$ cat config.mk
export PLATFORM = sky130hd
export DESIGN_NAME = jac_control_unit_flat
export DESIGN_NICKNAME = d
export VERILOG_FILES = /design/src/rtl/jac_control_unit_pkg.sv /design/src/rtl/jac_control_unit_if.sv /design/src/rtl/jac_control_unit_regfile.sv /design/src/rtl/jac_control_unit.sv /design/src/flat_wrapper.sv
export SDC_FILE = /design/constraint.sdc
export NUM_CORES = 1
export LEC_CHECK = 0
export CAP_MARGIN = 20
export CORE_MARGIN = 2
export CORE_UTILIZATION = 40
export CTS_CLUSTER_SIZE = 25
export DETAILED_ROUTE_END_ITERATION = 16
export PLACE_DENSITY_LB_ADDON = 0.15
export SLEW_MARGIN = 20
export SYNTH_ARGS = -nofsm -noshare
export SYNTH_HDL_FRONTEND = slang
export SYNTH_HIERARCHICAL = 1
export SYNTH_SLANG_ARGS = --single-unit
$ cat constraint.sdc
create_clock -name clock -period 8.5 [get_ports clock]
set_clock_uncertainty 0.2 [all_clocks]
set_input_delay 1.7 -clock clock [delete_from_list [all_inputs] [get_ports clock]]
set_output_delay 1.7 -clock clock [all_outputs]
set_load 0.01 [all_outputs]
$ cat src/rtl/jac_control_unit_pkg.sv
// Shared constants and types for the Jac1-8 instruction sequencer: field widths, opcodes,
// ALU status bit positions and the sequencer FSM state type.
package jac_control_unit_pkg;

   localparam int unsigned DataWidth     = 8;
   localparam int unsigned NumOpCodeBits = 5;
   localparam int unsigned ParamBits     = 8;
   localparam int unsigned NumStatusBits = 3;
   localparam int unsigned NumRegs       = 8;
   localparam int unsigned RegIdxBits    = 3;
   localparam int unsigned InstrBits     = 16;

   // Instruction word layout: [15:11] opcode, [10:8] ra, [7:0] param
   localparam int unsigned OpMsb    = 15;
   localparam int unsigned OpLsb    = 11;
   localparam int unsigned RaMsb    = 10;
   localparam int unsigned RaLsb    = 8;
   localparam int unsigned ParamMsb = 7;

   localparam int unsigned StatC = 0;
   localparam int unsigned StatU = 1;
   localparam int unsigned StatZ = 2;

   localparam logic [NumOpCodeBits-1:0] OpNop  = 5'h00;
   localparam logic [NumOpCodeBits-1:0] OpAdd  = 5'h01;
   localparam logic [NumOpCodeBits-1:0] OpShr  = 5'h08;
   localparam logic [NumOpCodeBits-1:0] OpVal  = 5'h09;
   localparam logic [NumOpCodeBits-1:0] OpGoto = 5'h10;
   localparam logic [NumOpCodeBits-1:0] OpIfz  = 5'h11;
   localparam logic [NumOpCodeBits-1:0] OpIfnz = 5'h12;
   localparam logic [NumOpCodeBits-1:0] OpIfeq = 5'h13;
   localparam logic [NumOpCodeBits-1:0] OpIfst = 5'h14;
   localparam logic [NumOpCodeBits-1:0] OpIfgt = 5'h15;

   typedef enum logic [2:0] {
      StHalt,
      StFetch,
      StDecode,
      StExecute,
      StWriteback
   } state_e;

   function automatic logic is_reserved(input logic [NumOpCodeBits-1:0] op);
      return (op inside {[5'h0A:5'h0F], [5'h16:5'h1F]});
   endfunction

endpackage

$ cat src/rtl/jac_control_unit_if.sv
// Instruction-memory fetch handshake and ALU_J issue/return signals of the Jac1-8 sequencer.
// master = sequencer side, slave = memory/ALU side.
interface jac_control_unit_if;
   import jac_control_unit_pkg::*;

   logic [ParamBits-1:0]     imem_addr;
   logic                     imem_rd;
   logic [InstrBits-1:0]     imem_data;
   logic                     imem_valid;
   logic [NumOpCodeBits-1:0] alu_opcode;
   logic [DataWidth-1:0]     alu_operand1;
   logic [DataWidth-1:0]     alu_operand2;
   logic [ParamBits-1:0]     alu_param;
   logic [DataWidth-1:0]     alu_result;
   logic [NumStatusBits-1:0] alu_status;

   modport master (
      output imem_addr, imem_rd, alu_opcode, alu_operand1, alu_operand2, alu_param,
      input  imem_data, imem_valid, alu_result, alu_status
   );

   modport slave (
      input  imem_addr, imem_rd, alu_opcode, alu_operand1, alu_operand2, alu_param,
      output imem_data, imem_valid, alu_result, alu_status
   );

endinterface

$ cat src/rtl/jac_control_unit_regfile.sv
// 8x8 register file: two async read ports, an unsigned compare of port A against r0,
// one synchronous write port and a synchronous active-low clear.
module jac_control_unit_regfile
   import jac_control_unit_pkg::*;
(
   input  logic                  clk_i,
   input  logic                  rst_ni,
   input  logic [RegIdxBits-1:0] raddr_a_i,
   input  logic [RegIdxBits-1:0] raddr_b_i,
   output logic [DataWidth-1:0]  rdata_a_o,
   output logic [DataWidth-1:0]  rdata_b_o,
   output logic                  a_eq_r0_o,
   output logic                  a_lt_r0_o,
   output logic                  a_gt_r0_o,
   input  logic                  we_i,
   input  logic [RegIdxBits-1:0] waddr_i,
   input  logic [DataWidth-1:0]  wdata_i
);

   logic [DataWidth-1:0] regs_q [NumRegs];

   always_ff @(posedge clk_i) begin
      if (!rst_ni) begin
         for (int i = 0; i < NumRegs; i++) begin
            regs_q[i] <= '0;
         end
      end else if (we_i) begin
         regs_q[waddr_i] <= wdata_i;
      end
   end

   assign rdata_a_o = regs_q[raddr_a_i];
   assign rdata_b_o = regs_q[raddr_b_i];
   assign a_eq_r0_o = (rdata_a_o == regs_q[0]);
   assign a_lt_r0_o = (rdata_a_o <  regs_q[0]);
   assign a_gt_r0_o = (rdata_a_o >  regs_q[0]);

endmodule

$ cat src/rtl/jac_control_unit.sv
// Jac1-8 instruction sequencer: fetch/decode/execute/writeback over the ALU_J interface.
// Optional JAC_ILLEGAL_TRAP_EN adds an 'illegal' output and halts on reserved opcodes.
module jac_control_unit
   import jac_control_unit_pkg::*;
(
   input  logic                     clock,
   input  logic                     reset_n,
   input  logic                     run,
   output logic                     halted,
   output logic [NumStatusBits-1:0] flags,
`ifdef JAC_ILLEGAL_TRAP_EN
   output logic                     illegal,
`endif
   jac_control_unit_if.master       bus
);

`ifdef JAC_ILLEGAL_TRAP_EN
   localparam bit TrapEn = 1'b1;
`else
   localparam bit TrapEn = 1'b0;
`endif

   state_e                   state_q;
   logic [ParamBits-1:0]     pc_q;
   logic [InstrBits-1:0]     ir_q;
   logic [DataWidth-1:0]     res_q;
   logic [NumStatusBits-1:0] stat_q;
   logic [NumStatusBits-1:0] flags_q;
   logic                     imem_rd_q;
   logic                     halted_q;
   logic [NumOpCodeBits-1:0] alu_opcode_q;
   logic [DataWidth-1:0]     alu_operand1_q;
   logic [DataWidth-1:0]     alu_operand2_q;
   logic [ParamBits-1:0]     alu_param_q;
`ifdef JAC_ILLEGAL_TRAP_EN
   logic                     illegal_q;
`endif

   logic [NumOpCodeBits-1:0] op;
   logic [RegIdxBits-1:0]    ra;
   logic [ParamBits-1:0]     param;
   logic [DataWidth-1:0]     rdata_a;
   logic [DataWidth-1:0]     rdata_b;
   logic                     a_eq_r0;
   logic                     a_lt_r0;
   logic                     a_gt_r0;
   logic                     is_arith;
   logic                     br_taken;
   logic                     trap;
   logic [ParamBits-1:0]     pc_next;
   logic                     rf_we;
   logic [DataWidth-1:0]     rf_wdata;

   assign op    = ir_q[OpMsb:OpLsb];
   assign ra    = ir_q[RaMsb:RaLsb];
   assign param = ir_q[ParamMsb:0];

   jac_control_unit_regfile u_regfile (
      .clk_i     (clock),
      .rst_ni    (reset_n),
      .raddr_a_i (ra),
      .raddr_b_i (param[RegIdxBits-1:0]),
      .rdata_a_o (rdata_a),
      .rdata_b_o (rdata_b),
      .a_eq_r0_o (a_eq_r0),
      .a_lt_r0_o (a_lt_r0),
      .a_gt_r0_o (a_gt_r0),
      .we_i      (rf_we),
      .waddr_i   (ra),
      .wdata_i   (rf_wdata)
   );

   // Branch resolution uses latched flags and live register compares at writeback
   always_comb begin
      br_taken = 1'b0;
      case (op)
         OpGoto:  br_taken = 1'b1;
         OpIfz:   br_taken = flags_q[StatZ];
         OpIfnz:  br_taken = ~flags_q[StatZ];
         OpIfeq:  br_taken = a_eq_r0;
         OpIfst:  br_taken = a_lt_r0;
         OpIfgt:  br_taken = a_gt_r0;
         default: br_taken = 1'b0;
      endcase
   end

   assign is_arith = (op >= OpAdd) && (op <= OpShr);
   assign trap     = TrapEn && is_reserved(op);
   assign pc_next  = br_taken ? param : pc_q + 8'd1;
   assign rf_we    = (state_q == StWriteback) && (is_arith || (op == OpVal));
   assign rf_wdata = (op == OpVal) ? param : res_q;

   always_ff @(posedge clock) begin
      if (!reset_n) begin
         state_q        <= StHalt;
         pc_q           <= '0;
         ir_q           <= '0;
         res_q          <= '0;
         stat_q         <= '0;
         flags_q        <= '0;
         imem_rd_q      <= 1'b0;
         halted_q       <= 1'b1;
         alu_opcode_q   <= OpNop;
         alu_operand1_q <= '0;
         alu_operand2_q <= '0;
         alu_param_q    <= '0;
`ifdef JAC_ILLEGAL_TRAP_EN
         illegal_q      <= 1'b0;
`endif
      end else begin
         unique case (state_q)
            StHalt: begin
               if (run) begin
                  state_q   <= StFetch;
                  imem_rd_q <= 1'b1;
                  halted_q  <= 1'b0;
               end
            end
            StFetch: begin
               if (bus.imem_valid) begin
                  ir_q      <= bus.imem_data;
                  imem_rd_q <= 1'b0;
                  state_q   <= StDecode;
               end
            end
            StDecode: begin
               alu_opcode_q   <= op;
               alu_operand1_q <= rdata_a;
               alu_operand2_q <= rdata_b;
               alu_param_q    <= param;
               state_q        <= StExecute;
            end
            StExecute: begin
               res_q          <= bus.alu_result;
               stat_q         <= bus.alu_status;
               alu_opcode_q   <= OpNop;
               alu_operand1_q <= '0;
               alu_operand2_q <= '0;
               alu_param_q    <= '0;
               state_q        <= StWriteback;
            end
            StWriteback: begin
               if (is_arith) begin
                  flags_q <= stat_q;
               end
               if (trap) begin
`ifdef JAC_ILLEGAL_TRAP_EN
                  illegal_q <= 1'b1;
`endif
                  state_q   <= StHalt;
                  halted_q  <= 1'b1;
               end else begin
                  pc_q <= pc_next;
                  if (run) begin
                     state_q   <= StFetch;
                     imem_rd_q <= 1'b1;
                  end else begin
                     state_q  <= StHalt;
                     halted_q <= 1'b1;
                  end
               end
            end
            default: state_q <= StHalt;
         endcase
      end
   end

   assign halted           = halted_q;
   assign flags            = flags_q;
   assign bus.imem_addr    = pc_q;
   assign bus.imem_rd      = imem_rd_q;
   assign bus.alu_opcode   = alu_opcode_q;
   assign bus.alu_operand1 = alu_operand1_q;
   assign bus.alu_operand2 = alu_operand2_q;
   assign bus.alu_param    = alu_param_q;
`ifdef JAC_ILLEGAL_TRAP_EN
   assign illegal          = illegal_q;
`endif

endmodule

$ cat src/flat_wrapper.sv
// flat-port wrapper written by rule: the top's interface ports become plain ports
module jac_control_unit_flat import jac_control_unit_pkg::*;
  (clock, reset_n, run, halted, flags, bus_imem_addr, bus_imem_rd, bus_alu_opcode, bus_alu_operand1, bus_alu_operand2, bus_alu_param, bus_imem_data, bus_imem_valid, bus_alu_result, bus_alu_status);
  jac_control_unit_if bus_i ();
  input  logic clock;
  input  logic reset_n;
  input  logic run;
  output logic halted;
  output logic [NumStatusBits-1:0] flags;
  output wire logic [$bits(bus_i.imem_addr)-1:0] bus_imem_addr;
  output wire logic [$bits(bus_i.imem_rd)-1:0] bus_imem_rd;
  output wire logic [$bits(bus_i.alu_opcode)-1:0] bus_alu_opcode;
  output wire logic [$bits(bus_i.alu_operand1)-1:0] bus_alu_operand1;
  output wire logic [$bits(bus_i.alu_operand2)-1:0] bus_alu_operand2;
  output wire logic [$bits(bus_i.alu_param)-1:0] bus_alu_param;
  input wire logic [$bits(bus_i.imem_data)-1:0] bus_imem_data;
  input wire logic [$bits(bus_i.imem_valid)-1:0] bus_imem_valid;
  input wire logic [$bits(bus_i.alu_result)-1:0] bus_alu_result;
  input wire logic [$bits(bus_i.alu_status)-1:0] bus_alu_status;
  assign bus_imem_addr = bus_i.imem_addr;
  assign bus_imem_rd = bus_i.imem_rd;
  assign bus_alu_opcode = bus_i.alu_opcode;
  assign bus_alu_operand1 = bus_i.alu_operand1;
  assign bus_alu_operand2 = bus_i.alu_operand2;
  assign bus_alu_param = bus_i.alu_param;
  assign bus_i.imem_data = bus_imem_data;
  assign bus_i.imem_valid = bus_imem_valid;
  assign bus_i.alu_result = bus_alu_result;
  assign bus_i.alu_status = bus_alu_status;
  jac_control_unit u_core (.clock(clock), .reset_n(reset_n), .run(run), .halted(halted), .flags(flags), .bus(bus_i));
endmodule
==> run metrics <==
hold path depth 2; Max Cap Viol 0; vias in the first global route 4544; Die H 134 um; Hold Violations, Final 0; clock buffer count from CTS 17; Worst setup EP type flop; Total Power 0.00156 W; RSZ-0062 raised after global routing false; CTS sink count 136; vias post-DR 4787; syn_nets 652; clock tree buffer depth 2; register area share after synthesis 0.496; worst-margin pin slew 1.09 ns; initial antenna violation count 0; DRT Pass-1 Iters 6; Post-CTS Hold Fix Bufs 0; IO Port Bufs 72; Distinct cells, synth 44; startpoint types flop; Synth Area per Inst 11.1 um^2; Yosys top cell area share 0.283; WL/cell 19.3 um; Fmax 239 MHz; Initial Util 0.409; critical path peak fanout 19; routability cong. 0.839; Root Buffer clkbuf_16; Core ar. 16600 um^2; most common library cells after synthesis 103 x nand2_1, 72 x dfxtp_1, 69 x a21oi_1; Synth Instances 612; WS Path Type flop to flop; CTS tree built; status completed; Max VDD drop 0.000144 V; Worst Setup SP u_core/ir_q[8]$_SDFFE_PN0P_; final setup vio count 0; width of the die 134 um; Synth Register Bits 136; post_cts resized 0; H-tree levels 4; setup TNS 0 ns; crit-path max cell delay 0.95 ns; period utilization 0.492; cell taking the most area after synthesis edfxtp_1; antenna-violating nets left 0; first-pass GRT wire length 26400 um; Reg clk slew, reported paths 0.06 ns; crit path buf inv count 0; ys flop type dfxtp_1; Slew Limit Fails 0; family with the most delay on the worst path multiplexers; crit path cell chain mux4_1, mux2_2, ha_1, nor2b_1, o211ai_1, a21oi_1, o21ba_2, nand3_1, a21oi_2, o21ai_4, mux2i_1, o32ai_1; largest net degree at the start of global routing 65; CP Data Arrival Time 4.26 ns; Leak Pwr 2.88 nW; Critical-path top delay cell dfxtp_1; Final nets 707; worst r2r path cells 12; Reg2Reg Launch Point u_core/ir_q[8]$_SDFFE_PN0P_; post-placement worst setup slack 4.14 ns; io pins 73; antenna cells 0; die area 18000 um^2; Hold WC Path Type flop to flop; Iteration-0 DRC Markers 391; Std-Cell Rows 47; dpl hpwl 12200 um; top post-synthesis cells by area edfxtp_1 28%, dfxtp_1 21%, mux4_1 12%, and2_1 6.0%, nand2_1 5.7%; Rel. slew slack 0.276; setup slack after layout 4.32 ns; vias per inst 5.32; Hold Crit Endpoint u_core/bus.alu_operand1[0]$_SDFFE_PN0P_; P&R area growth vs syn 20.2%; Synth async-reset ratio 0; Critical Path RT 8.57 ns; EDFF count, synth 64; Synth Warn # 6; most frequent cell after synthesis nand2_1; Post-Synthesis Cell Area 6790 um^2; post-CTS setup buffers 0; final WL 17400 um; Power Density 191 nW/um^2; gr usage total 0.196; GR Overflow Total 0; reg2reg setup slack 4.32 ns; reg2reg end u_core/bus.imem_addr[6]$_SDFFE_PN0P_; min cycle time layout 4.18 ns; share of layout cells above drive strength 1 0.0985; # DRC 0; Worst Min Path Start u_core/bus.alu_operand1[0]$_SDFFE_PN0P_; Clock Latency Late Sink 0.42 ns
registers in the layout (all words and copies together) (netlist names), 5 cells and up:
register / flops
u_core/ir_q: 16
u_core/res_q: 8
u_core/bus.alu_opcode: 5
u_core/bus.imem_addr: 8
u_core/bus.alu_param: 8
u_core/u_regfile/regs_q: 64
u_core/bus.alu_operand2: 8
u_core/bus.alu_operand1: 8
per-stage QoR:
step / util / instances / cell area (um^2) / hold WS (ns)
global route: 0.492 / 900 / 8150 / 0.269
global placement: 0.457 / 867 / 7570 / 0.240
finish: 0.492 / 900 / 8150 / 0.250
floorplan: - / 612 / 6790 / 0.233
CTS: 0.491 / 900 / 8150 / 0.254
detailed placement: 0.457 / 868 / 7580 / 0.244
final cells by class:
cell class	count	area [um^2]
fillers	1542	8430
repair buffers	75	743
flip-flops and latches	136	3360
well taps	220	275
clock inverters	13	131
multi-input cells	425	3160
inverters	12	46.3
clock buffers	19	433
power by group:
group	switching [W]	internal [W]	leakage [nW]
Sequential	0.0000298	0.000705	1.24
Clock	0.000272	0.000428	0.266
Combinational	0.0000573	0.0000634	1.37
Total	0.000359	0.00120	2.88
layout by cell type, fill, tap and decap left out, types with 2 or more instances in the layout:
cell               n
a21oi_2            2
or3_1              4
bufinv_16          2
clkinvlp_4         4
o22ai_1            3
dfxtp_1           72
nor2_1            21
inv_1             11
clkdlybuf4s50_1   72
buf_4              3
nand3_1            6
edfxtp_1          64
clkinv_2           5
or4_1              2
and2_1            65
nand2_1          103
nor3_1             6
clkinv_4           2
or2_2              2
clkbuf_1           2
mux4_1            30
nand2b_1           8
mux2i_1           10
o21ai_1            2
o21ai_0           10
mux2_2            23
a31oi_1            2
nand3b_1          30
ha_1               9
clkbuf_16         17
a21oi_1           69
nand4_1            2
mux4_2             2
worst max-delay path by stage:
stage	end	slack, ns	depth (start not counted)
final	u_core/bus.imem_addr[6]$_SDFFE_PN0P_	4.32	12
after CTS	u_core/bus.imem_addr[6]$_SDFFE_PN0P_	4.32	12
after global routing	u_core/bus.imem_addr[6]$_SDFFE_PN0P_	4.04	12
after detailed placement	u_core/u_regfile/regs_q[7][4]$_SDFFCE_PN0P_	4.14	4
after global placement	u_core/u_regfile/regs_q[7][4]$_SDFFCE_PN0P_	4.24	4
after floorplan	u_core/bus.imem_addr[6]$_SDFFE_PN0P_	5.06	15
worst register-to-register path, delay by kind of cell, from the launching register on:
family / cells / cell delay (ns)
multiplexers: 3 / 1.22
AO/OA/AOI/OAI: 6 / 1.14
flip-flops: 1 / 0.95
adder cells (fa/ha/maj): 1 / 0.31
AND/OR/NAND/NOR: 2 / 0.23
kinds of logic after synthesis:
kind of cell,count (synthesis),synth area share
AOI/OAI and AO/OA,95,0.0769
xor gates and xnor gates,1,0.00129
adders and majority gates,9,0.0166
buffers and inverters,51,0.0396
DFF,136,0.496
muxes,65,0.176
and+or+nand+nor,255,0.194
routing by layer:
metal	global-route usage	part of all wire	routed length, um	up-vias
li1	-	-	-	2316
met1	0.280	0.46	8070	2298
met2	0.298	0.46	7900	161
met3	0.0480	0.070	1220	12
met4	0.0532	0.0099	172	0
met5	0	0	0	-
No activity file was read; power rests on OpenSTA's default activity.
